--- src/rtl/disp_scan_ctrl_if.sv ---
// CPU-side digit write port of the display scan controller.
// The master drives one-cycle write strobes; the scan controller is the slave.
interface disp_scan_ctrl_if #(
    parameter int unsigned AW = 2
);
    logic          we;
    logic [AW-1:0] waddr;
    logic [3:0]    wdata;

    modport master (output we, output waddr, output wdata);
    modport slave  (input  we, input  waddr, input  wdata);
endinterface

--- src/rtl/disp_scan_ctrl.sv ---
// Time-multiplexed scan controller for an NDIG-digit 7-segment display:
// holds per-digit values, feeds a shared decoder, and scans with a blanking gap.
module disp_scan_ctrl #(
    parameter int unsigned NDIG  = 4,
    parameter int unsigned AW    = 2,
    parameter int unsigned DIV   = 1000,
    parameter int unsigned BLANK = 8
) (
    input  logic               clk,
    input  logic               reset,
    input  logic               en,
    disp_scan_ctrl_if.slave    wr,
    output logic [3:0]         dec_d,
    input  logic [7:0]         dec_q,
    output logic [7:0]         seg,
    output logic [NDIG-1:0]    an,
    output logic               slot_tick
);

    localparam int unsigned CW   = 16;
    localparam int unsigned NREG = 1 << AW;

    typedef enum logic [1:0] {
        ST_IDLE  = 2'd0,
        ST_BLANK = 2'd1,
        ST_SHOW  = 2'd2
    } state_t;

    state_t          state_q, state_d;
    logic [CW-1:0]   cnt_q, cnt_d;
    logic [AW-1:0]   idx_q, idx_d;
    logic [3:0]      digit_q [NREG];
    logic [3:0]      digit_d [NREG];
    logic [7:0]      seg_q, seg_d;
    logic [NDIG-1:0] an_q, an_d;
    logic            tick_q, tick_d;

    // State, counters, digit storage and registered display drive
    always_ff @(posedge clk or posedge reset) begin
        if (reset) begin
            state_q <= ST_IDLE;
            cnt_q   <= '0;
            idx_q   <= '0;
            seg_q   <= '0;
            an_q    <= '0;
            tick_q  <= 1'b0;
            for (int i = 0; i < int'(NREG); i++) begin
                digit_q[i] <= '0;
            end
        end else begin
            state_q <= state_d;
            cnt_q   <= cnt_d;
            idx_q   <= idx_d;
            seg_q   <= seg_d;
            an_q    <= an_d;
            tick_q  <= tick_d;
            for (int i = 0; i < int'(NREG); i++) begin
                digit_q[i] <= digit_d[i];
            end
        end
    end

    // Next-state, slot sequencing and next-cycle display outputs
    always_comb begin
        state_d = state_q;
        cnt_d   = cnt_q;
        idx_d   = idx_q;
        an_d    = '0;
        seg_d   = '0;
        tick_d  = 1'b0;
        for (int i = 0; i < int'(NREG); i++) begin
            digit_d[i] = digit_q[i];
        end

        if (wr.we && (32'(wr.waddr) < NDIG)) begin
            digit_d[wr.waddr] = wr.wdata;
        end

        if (!en) begin
            state_d = ST_IDLE;
            cnt_d   = '0;
            idx_d   = '0;
        end else begin
            unique case (state_q)
                ST_IDLE: begin
                    state_d = ST_BLANK;
                    cnt_d   = '0;
                    idx_d   = '0;
                end
                ST_BLANK: begin
                    cnt_d = cnt_q + CW'(1);
                    if (cnt_q == CW'(BLANK - 1)) begin
                        state_d = ST_SHOW;
                    end
                end
                ST_SHOW: begin
                    if (cnt_q == CW'(DIV - 1)) begin
                        cnt_d   = '0;
                        idx_d   = (idx_q == AW'(NDIG - 1)) ? '0 : idx_q + AW'(1);
                        state_d = ST_BLANK;
                    end else begin
                        cnt_d = cnt_q + CW'(1);
                    end
                end
                default: begin
                    state_d = ST_IDLE;
                    cnt_d   = '0;
                    idx_d   = '0;
                end
            endcase
        end

        // Decoder output is captured on entry to SHOW so the first lit cycle is never stale
        if (state_d == ST_SHOW) begin
            an_d   = NDIG'(1) << idx_d;
            seg_d  = dec_q;
            tick_d = (cnt_d == CW'(DIV - 1));
        end
    end

    assign dec_d     = digit_q[idx_q];
    assign seg       = seg_q;
    assign an        = an_q;
    assign slot_tick = tick_q;

endmodule

--- src/flat_wrapper.sv ---
// flat-port wrapper written by rule: the top's interface ports become plain ports
module disp_scan_ctrl_flat 
#(
    parameter int unsigned NDIG  = 4,
    parameter int unsigned AW    = 2,
    parameter int unsigned DIV   = 1000,
    parameter int unsigned BLANK = 8
)
  (clk, reset, en, dec_d, dec_q, seg, an, slot_tick, wr_we, wr_waddr, wr_wdata);
  disp_scan_ctrl_if #(.AW(AW)) wr_i ();
  input  logic clk;
  input  logic reset;
  input  logic en;
  output logic [3:0] dec_d;
  input  logic [7:0] dec_q;
  output logic [7:0] seg;
  output logic [NDIG-1:0] an;
  output logic slot_tick;
  input wire logic [$bits(wr_i.we)-1:0] wr_we;
  input wire logic [$bits(wr_i.waddr)-1:0] wr_waddr;
  input wire logic [$bits(wr_i.wdata)-1:0] wr_wdata;
  assign wr_i.we = wr_we;
  assign wr_i.waddr = wr_waddr;
  assign wr_i.wdata = wr_wdata;
  disp_scan_ctrl #(.NDIG(NDIG), .AW(AW), .DIV(DIV), .BLANK(BLANK)) u_core (.clk(clk), .reset(reset), .en(en), .wr(wr_i), .dec_d(dec_d), .dec_q(dec_q), .seg(seg), .an(an), .slot_tick(slot_tick));
endmodule
--- config.mk ---
export PLATFORM = sky130hd
export DESIGN_NAME = disp_scan_ctrl_flat
export DESIGN_NICKNAME = d
export VERILOG_FILES = /design/src/rtl/disp_scan_ctrl_if.sv /design/src/rtl/disp_scan_ctrl.sv /design/src/flat_wrapper.sv
export SDC_FILE = /design/constraint.sdc
export NUM_CORES = 1
export LEC_CHECK = 0
export CORE_MARGIN = 10
export CORE_UTILIZATION = 40
export CTS_CLUSTER_DIAMETER = 120
export DETAILED_ROUTE_END_ITERATION = 16
export PLACE_DENSITY_LB_ADDON = 0.25
export SYNTH_ARGS = -nofsm -noshare
export SYNTH_HDL_FRONTEND = slang
export SYNTH_SLANG_ARGS = --single-unit
--- constraint.sdc ---
create_clock -name clk -period 4.9 [get_ports clk]
set_clock_uncertainty 0.2 [all_clocks]
set_input_delay 0.49 -clock clk [delete_from_list [all_inputs] [get_ports clk]]
set_output_delay 0.49 -clock clk [all_outputs]
set_load 0.01 [all_outputs]
# ---- After elaboration in Yosys (flattened, before gate mapping)
# Index checks and enable logic that the tools add are counted.
dict set report classes {
  bitwise_logic 2
  n_lt_le_gt_ge 3
  multipliers 0
  n_shift 1
  reduce_logical 2
  mux 20
  eq_ne 7
  n_div 0
  add_sub_neg 2
}
# op n
set ops {}
lappend ops {{equality test 16 x 10 -> 1 bit, second input constant} 2}
lappend ops {{two-way mux 16 bit} 2}
lappend ops {{one-hot mux 16 bit (2 select lines)} 1}
lappend ops {{adder 16 x 1 -> 16 bit, second input constant} 1}
lappend ops {{bitwise mux 16 bit} 1}
lappend ops {{equality test 16 x 3 -> 1 bit, second input constant} 1}
lappend ops {{two-way mux 4 bit} 4}
lappend ops {{two-way mux 2 bit} 6}
lappend ops {{binary-select mux 4 bit (select 2 bit)} 1}
lappend ops {{demux 4 bit (select 2 bit)} 1}
lappend ops {{two-way mux 8 bit} 1}
lappend ops {{equality test 2 bit, second input constant} 3}
lappend ops {{>= comparator 3 bit, second input constant} 2}
lappend ops {{inverter 2 -> 3 bit} 2}
lappend ops {{one-hot mux 2 bit (3 select lines)} 1}
lappend ops {{one-hot mux 2 bit (2 select lines)} 1}
lappend ops {{<< shifter 1 x 2 -> 4 bit, first input constant} 1}
lappend ops {{less-than comparator 3 x 1 -> 1 bit, second input constant} 1}
lappend ops {{adder 2 x 1 -> 2 bit, second input constant} 1}
lappend ops {{equality test 2 x 1 -> 1 bit, second input constant} 1}
lappend ops {{zero test 2 bit} 1}
lappend ops {{logical AND 1 bit} 1}
lappend ops {{two-way mux 1 bit} 1}
dict set report totals {
  ramBits 0
  memories 0
  out_inout_bits 17
  regBits 49
  rom_bits 0
  inputBits 18
  latchBits 0
  word_cells 47
}

# ---- Longest topological paths before layout
# Gate-level depths: netlist (run 1).
dict set report depth {
  word_depth 7
  depth_mapped 7
  depth_no_buf 7
}

# ---- Worst setup path after synthesis (run 1)
# OpenSTA, ideal clock, no wires.
dict set report synth_path {
  kind {register to register}
  start {register u_core.cnt_q[10]}
  end {register u_core.an_q[1], in the netlist u_core.an[1]}
  period_less_slack_ns 2.325
  arrival_time_ns 2.027
  t_required_ns 4.602
  slack_ns 2.575
  n_path_buf 1
  setup_time_ns 0.098
  stages_incl_launch_ff 7
  path_cell_list {dfrtp_1 or4b_1 or4_1 buf_2 nor3b_2 o21bai_1 nor4bb_2}
}
dict set report synth_between {
  elab_chain_cells 6
  word_cells_on_any_way 12
}
# item line_no
set synth_rtl {}
lappend synth_rtl {{start, declared} disp_scan_ctrl.sv:30} ;# logic [CW-1:0] cnt_q, cnt_d;
lappend synth_rtl {{start signal, assigned} disp_scan_ctrl.sv:52} ;# cnt_q <= cnt_d;
lappend synth_rtl {{equality test 16 x 10 -> 1 bit / equality test 16 x 3 -> 1 bit (equally long branches)} {disp_scan_ctrl.sv:97, disp_scan_ctrl.sv:92}}
lappend synth_rtl {{two-way mux 2 bit (on tied branches)} {disp_scan_ctrl.sv:97, disp_scan_ctrl.sv:92}}
lappend synth_rtl {{one-hot mux 2 bit (3 select lines) / one-hot mux 2 bit (2 select lines) (equally long branches)} disp_scan_ctrl.sv:84} ;# unique case (state_q)
lappend synth_rtl {{two-way mux 2 bit} disp_scan_ctrl.sv:79} ;# if (!en) begin
lappend synth_rtl {{equality test 2 bit / << shifter 1 x 2 -> 4 bit (equally long branches)} {disp_scan_ctrl.sv:114, disp_scan_ctrl.sv:115}}
lappend synth_rtl {{two-way mux 4 bit (*)} disp_scan_ctrl.sv:114} ;# if (state_d == ST_SHOW) begin
lappend synth_rtl {{via u_core.an_d[1]} disp_scan_ctrl.sv:35} ;# logic [NDIG-1:0] an_q, an_d;
lappend synth_rtl {{end signal, assigned} disp_scan_ctrl.sv:55} ;# an_q <= an_d;
lappend synth_rtl {{end, declared} disp_scan_ctrl.sv:35}
# The timed path passes the listed nets; every way through them passes the cells marked *.
# A chain may end at the register's enable or synchronous reset.

# ---- Worst setup path after layout (run 1)
dict set report layout_path {
  start {register u_core.idx_q[0]}
  end {output dec_d[1]}
}
dict set report layout_between {
  elab_chain_cells 4
}
# item line_no
set layout_rtl {}
lappend layout_rtl {{start, declared} disp_scan_ctrl.sv:31} ;# logic [AW-1:0] idx_q, idx_d;
lappend layout_rtl {{start signal, assigned} disp_scan_ctrl.sv:53} ;# idx_q <= idx_d;
lappend layout_rtl {{inverter 2 -> 3 bit (not written as such)} disp_scan_ctrl.sv:121} ;# assign dec_d = digit_q[idx_q];
lappend layout_rtl {{binary-select mux 4 bit (select 2 bit)} disp_scan_ctrl.sv:121}
lappend layout_rtl {{two-way mux 4 bit (not written as such) (2 in a row)} disp_scan_ctrl.sv:121}
lappend layout_rtl {{end, declared} flat_wrapper.sv:14} ;# output logic [3:0] dec_d;
# Every way passes these cells. The select of a mux whose other input is x is not followed.

==> out/metrics.yaml, run 1 <==
rsz0062_at_grt: "no"
yosysWarningCount: 0
crit_arrival_ns: 1.97
overflow: 0
synth_flop_cell: "dfrtp_1"
wl_per_cell_um: 15.4
grt_pass1_vias: 1733
finalNetCount: 268
synthMuxAreaShare: 0.117
post_cts_buffers: 0
status: "completed"
first_pass_iters: 4
worstSetupStartpointType: "register"
clockBufferDepth: 2
synthCells: 210
die_area_um2: 9500
antenna_found_initial: 0
dp_hpwl_mm: 3.54
clock_sink_count: 49
synth_top_area_frac: 0.511
max_freq_mhz: 376
whs_ns: 0.310
routed.top_layer: "met4"
drv_slew: 0
fin_area_um2: 2940
synth_top_family_by_area: "simple AND/OR/NAND/NOR gates"
drc: 0
met2_length_mm: 2.41
synth_seq_cells: 49
ys_types: 43
tns_ns: 0
viasPerCell: 5.24
fp.dieW_um: 97.5
crit_required_ns: 4.21
cts.clk_slew.worst_paths_ns: 0.09
syn_area_per_cell_um2: 11.4
cts_buffers: 5
synth_area_leader_cell: "dfrtp_1"
fin_crit_sh: 0.543
leakagePower_nw: 1.24
ys_seq_area_frac: 0.511
relSlewSlack: 0.331
clock-root-buffer: "clkbuf_8"
endpoint_kind: "primary output"
wl_met1_mm: 2.25
diodes: 0
num_vias: 1676
start_util: 0.408
dpl_cell_area_um2: 2800
drive_above_1_share: 0.131
grt_max_degree: 50
cts_resized: 0
row_count: 28
power.density_nw_per_um2: 296
netlist_area_um2: 2400
vdd_drop_max_v: 0.000154
postCtsHoldBufs: 0
async_reset_ff_frac: 1.00
grt_first_pass_wirelength_mm: 8.56
synth_fa_ha_area_frac: 0.0313
cp_max_fo: 9
clk_latency_ns: 0.30
ant_nets: 0
ioPinCount: 35
routed_wl_mm: 4.93
cts_tree: "yes"
synth_xor_area_frac: 0.0584
die_y_um: 97.5
met3_length_um: 185
hold_path_class: "reg -> reg"
grt_util_all_layers: 0.108
synth_nets: 234
place_congestion: 0.836
period_minus_slack_ns: 2.66
synth_compound_area_frac: 0.0558
ys_top_cells_by_area: "dfrtp_1 51%, mux2_2 7.5%, xor2_1 4.4%"
cap_violations: 0
final-setup-viol-count: 0
worstMarginPinSlew_ns: 1.00
numPortBuffers: 34
synth_edf_count: 0
core_area_um2: 5890
drt_iter0_drc: 111
yosys.area_share.simple: 0.204
crit_type: "reg -> out"
area_delta_synth_final_pct: 22.3
htree_levels: 2
finalHoldViolCount: 0
==> path summary, 6_finish.rpt <==
path | startpoint | endpoint | slack [ns] | cells after the start
max | u_core.idx_q[0] | dec_d[1] | 2.24 | 2
min | u_core.digit_q[11] | u_core.digit_q[11] | 0.31 | 1
max reg2reg | u_core.cnt_q[10] | u_core.slot_tick | 2.26 | 5
min reg2reg | u_core.digit_q[11] | u_core.digit_q[11] | 0.31 | 1
max in group asynchronous | reset | u_core.digit_q[14] | 3.33 | 2
min in group asynchronous | reset | u_core.cnt_q[2] | 0.54 | 2
==> where the power goes <==
group | switching [mW] | internal, mW | total, mW
registers | 0.0125 | 0.430 | 0.442
logic | 0.0341 | 0.0539 | 0.0880
clock network | 0.136 | 0.203 | 0.338
total | 0.182 | 0.687 | 0.869
==> layout make-up <==
| cell class | count | area [um^2] |
|---|---|---|
| Fill cell | 545 | 2950 |
| Clock buffer | 5 | 68.8 |
| Clock inverter | 3 | 65.1 |
| Multi-Input combinational cell | 148 | 1120 |
| Inverter | 6 | 22.5 |
| Tap cell | 75 | 93.8 |
| Sequential cell | 49 | 1230 |
| Timing Repair Buffer | 34 | 340 |
==> flip-flops by register name, indices dropped and copies added (netlist names) <==
register,count
u_core.cnt_q,16
u_core.slot_tick,1
u_core.digit_q,16
u_core.seg,8
u_core.idx_q,2
u_core.state_q,2
u_core.an,4
==> cell usage in the layout (no fill, tap or decap), drive strengths merged, types with 2 or more instances in the layout <==
| master | n |
|---|---|
| and4 | 2 |
| o21ai | 2 |
| and3 | 3 |
| mux2 | 16 |
| xnor2 | 4 |
| a211o | 2 |
| nor4 | 3 |
| ha | 6 |
| nand3b | 2 |
| bufinv | 2 |
| xor2 | 12 |
| dfrtp | 49 |
| mux4 | 4 |
| clkbuf | 5 |
| inv | 6 |
| nor3b | 4 |
| or3 | 2 |
| and2 | 9 |
| nand2 | 12 |
| nor2 | 22 |
| a21oi | 6 |
| or4 | 2 |
| nand3 | 9 |
| nand4 | 7 |
| nor3 | 3 |
| clkdlybuf4s50 | 34 |
==> per-stage QoR <==
stage / total power, mW / setup WS [ns] / std cells / utilization
2_1_floorplan: 0.499 / 2.57 / 210 / -
3_3_place_gp: 0.537 / 2.31 / 312 / 0.476
3_5_place_dp: 0.540 / 2.26 / 312 / 0.476
4_1_cts: 0.884 / 2.20 / 320 / 0.499
5_1_grt: 0.907 / 2.02 / 320 / 0.499
6_report: 0.869 / 2.24 / 320 / 0.499
==> worst max-delay path: stages (launching register included) <==
cell	delay, ns
dfrtp_1	0.62
mux4_2	0.56
clkdlybuf4s50_1	0.50
==> kinds of logic (layout without fill, tap and decap cells) <==
family | Yosys count | in the layout
AOI/OAI and AO/OA | 18 | 18
buffers and inverters | 13 | 48
adders and majority gates | 6 | 6
muxes | 21 | 21
DFF | 49 | 49
and+or+nand+nor | 87 | 87
xor gates and xnor gates | 16 | 16
==> per-layer routing <==
layer	track usage	vias up
met5	0	-
met4	0.0470	0
met1	0.133	825
met3	0.0320	7
met2	0.170	22
li1	-	822
==> cells in the mapped netlist, types with 2 or more instances <==
master and number:
nand2_1 12, mux2_2 16, nor3_1 3, buf_2 2, mux4_2 4, xnor2_1 4, nor2_1 22, nand3_1 9
a21oi_1 6, o21ai_0 2, nand3b_1 2, nor4_1 3, ha_1 6, or4_1 2, and4_1 2, xor2_1 12
or3_1 2, nand4_1 7, and3_1 3, dfrtp_1 49, nor3b_1 3, a211o_1 2, clkbuf_1 4, and2_1 9
inv_1 6
Note: power is estimated with default switching activity, not from simulation.
==> run 2: changes to the inputs <==
clock period = 2.6 ns   (was 4.9 ns; I/O delays follow)
==> run 2 against run 1 <==
- die area is the same
- cell area up 2.4%
- non-clock buffer count is 11 higher
- clock power is 43% higher
- register-to-register slack got worse by 2.1 ns
- critical path depth stayed put
- clock-buffer cell count increased by 1
- cell count rose by 3.4%
- combinational power grew 97%
- flip-flop and latch count did not move
- wire length grew 1.7%
- critical endpoint is now dec_d[0]
- largest power group unchanged
- highest routed layer unchanged
==> out/metrics.yaml, run 2 (synthesis results as in run 1) <==
status: "completed"
final-setup-viol-count: 0  # unchanged
first_pass_iters: 4  # unchanged
viasPerCell: 5.16  # -1.5%
fin_cells: 331  # +3.4%
endpoint_kind: "primary output"
finalNetCount: 279  # +4.1%
final_common_cell: "dfrtp_1"
row_count: 28  # unchanged
cts_buffers: 5  # unchanged
drv_slew: 0  # unchanged
area_delta_synth_final_pct: 25.2
grt_max_degree: 26  # -48%
diodes: 0  # unchanged
antenna_found_initial: 0  # unchanged
num_vias: 1707  # +1.8%
fp.dieW_um: 97.5  # unchanged
crit_type: "reg -> out"
crit_arrival_ns: 1.99  # +0.02 ns
die_y_um: 97.5  # unchanged
cp_slowest_cell: "dfrtp_1"
worst_r2r_startpoint: "u_core.cnt_q[10]"
dp_hpwl_mm: 3.72  # +5.0%
grt_first_pass_wirelength_mm: 8.49  # -0.88%
fin_crit_sh: 0.941
relSlewSlack: 0.639  # +0.308
grt_util_all_layers: 0.108  # about the same
leakagePower_nw: 1.28  # +3.3%
drt_iter0_drc: 76  # -32%
critical_path_buf_inv_count: 1  # unchanged
clk_latency_ns: 0.30  # about the same
utilization: 0.511  # +0.0119
routed_wl_mm: 5.02  # +1.7%
overflow: 0  # unchanged
period_minus_slack_ns: 2.45
clock-root-buffer: "clkbuf_8"
drc: 0  # unchanged
max_freq_mhz: 409
crit_required_ns: 2.14  # -2.07 ns
cp_cell_sequence: "mux4_2 > clkdlybuf4s50_1"
wl_per_cell_um: 15.2  # -1.6%
tns_ns: 0  # unchanged
max_stage_delay_ns: 0.63  # about the same
power.density_nw_per_um2: 495  # +67%
ant_nets: 0  # unchanged
hold_path_class: "in -> async"
drive_above_1_share: 0.180  # +0.0491
cap_violations: 0  # unchanged
die_area_um2: 9500  # unchanged
htree_levels: 2  # unchanged
cts.clk_slew.worst_paths_ns: 0.09  # about the same
numPlacedInstances: 323  # +3.5%
rsz0062_at_grt: "no"
cts_tree: "yes"
numPortBuffers: 34  # unchanged
core_area_um2: 5890  # unchanged
cp_max_fo: 9  # unchanged
start_util: 0.408  # unchanged
ioPinCount: 35  # unchanged
vdd_drop_max_v: 0.000337  # +120%
place_congestion: 0.839  # +0.25%
cp_top_family: "flip-flops"
grt_pass1_vias: 1741  # +0.46%
worstSetupStartpointType: "register"
finalHoldViolCount: 0  # unchanged
clockBufferDepth: 2  # unchanged
crit_start: "u_core.idx_q[0]"
mostFrequentLayoutCells: "49 x dfrtp_1, 34 x clkdlybuf4s50_1, 22 x nor2_1, 16 x mux2_2"
worstMarginPinSlew_ns: 0.541  # -0.461 ns
clock_sink_count: 49  # unchanged
[run 2: what timing repair did]
action,CTS,global route
setup buffers,0,0
hold buffers,0,0
resized for setup,0,3
setup endpoints to repair,0,4
[run 2: final timing paths]
| check | slack, ns | cells after the start | to |
|---|---|---|---|
| setup / recovery | 0.15 | 2 | dec_d[0] |
| hold / removal | 0.13 | 2 | u_core.seg[2] |
| setup reg to reg | 0.19 | 5 | u_core.an[0] |
| hold reg to reg | 0.31 | 1 | u_core.digit_q[6] |
| max in group asynchronous | 1.55 | 3 | u_core.cnt_q[12] |
| min in group clk | 0.30 | 2 | u_core.seg[2] |
[run 2: cell type report]
type,count,area (um^2)
inverter,6,22.5
clock buffer,6,82.6
fill,528,2880
timing repair buffer,45,435
multi-input combinational,148,1130
clock inverter,2,17.5
sequential,49,1230
tap,75,93.8
[run 2: worst reg2reg max path, cell delays in order (launching register included)]
cell and delay (ns):
dfrtp_1 0.44, or4b_1 0.56, or4_4 0.56, nor3b_1 0.27, nor4b_1 0.09, o21a_1 0.19
[run 2: where the power goes]
part	internal (mW)	total (mW)	switching [mW]
Combinational	0.107	0.173	0.0654
Sequential	0.810	0.833	0.0230
Clock	0.221	0.484	0.262
[run 2: metrics by stage]
step,hold slack (ns),worst slack (ns),power [mW],cell area (um^2)
final,0.129,0.154,1.49,3010
after floorplan,0.189,0.275,0.940,2400
after global placement,0.282,0.151,1.02,2900
after global routing,0.144,0.0241,1.56,3010
after CTS,0.141,0.0582,1.52,3000
after detailed placement,0.287,0.103,1.02,2900
[run 2: routing by layer]
| metal | share of wire | global-route usage | up-vias | wire [um] |
|---|---|---|---|---|
| met5 | 0 | 0 | - | 0 |
| met4 | 0.0096 | 0.0436 | 0 | 48 |
| met3 | 0.039 | 0.0284 | 2 | 198 |
| met2 | 0.49 | 0.173 | 34 | 2450 |
| met1 | 0.46 | 0.134 | 835 | 2320 |
| li1 | - | - | 836 | - |
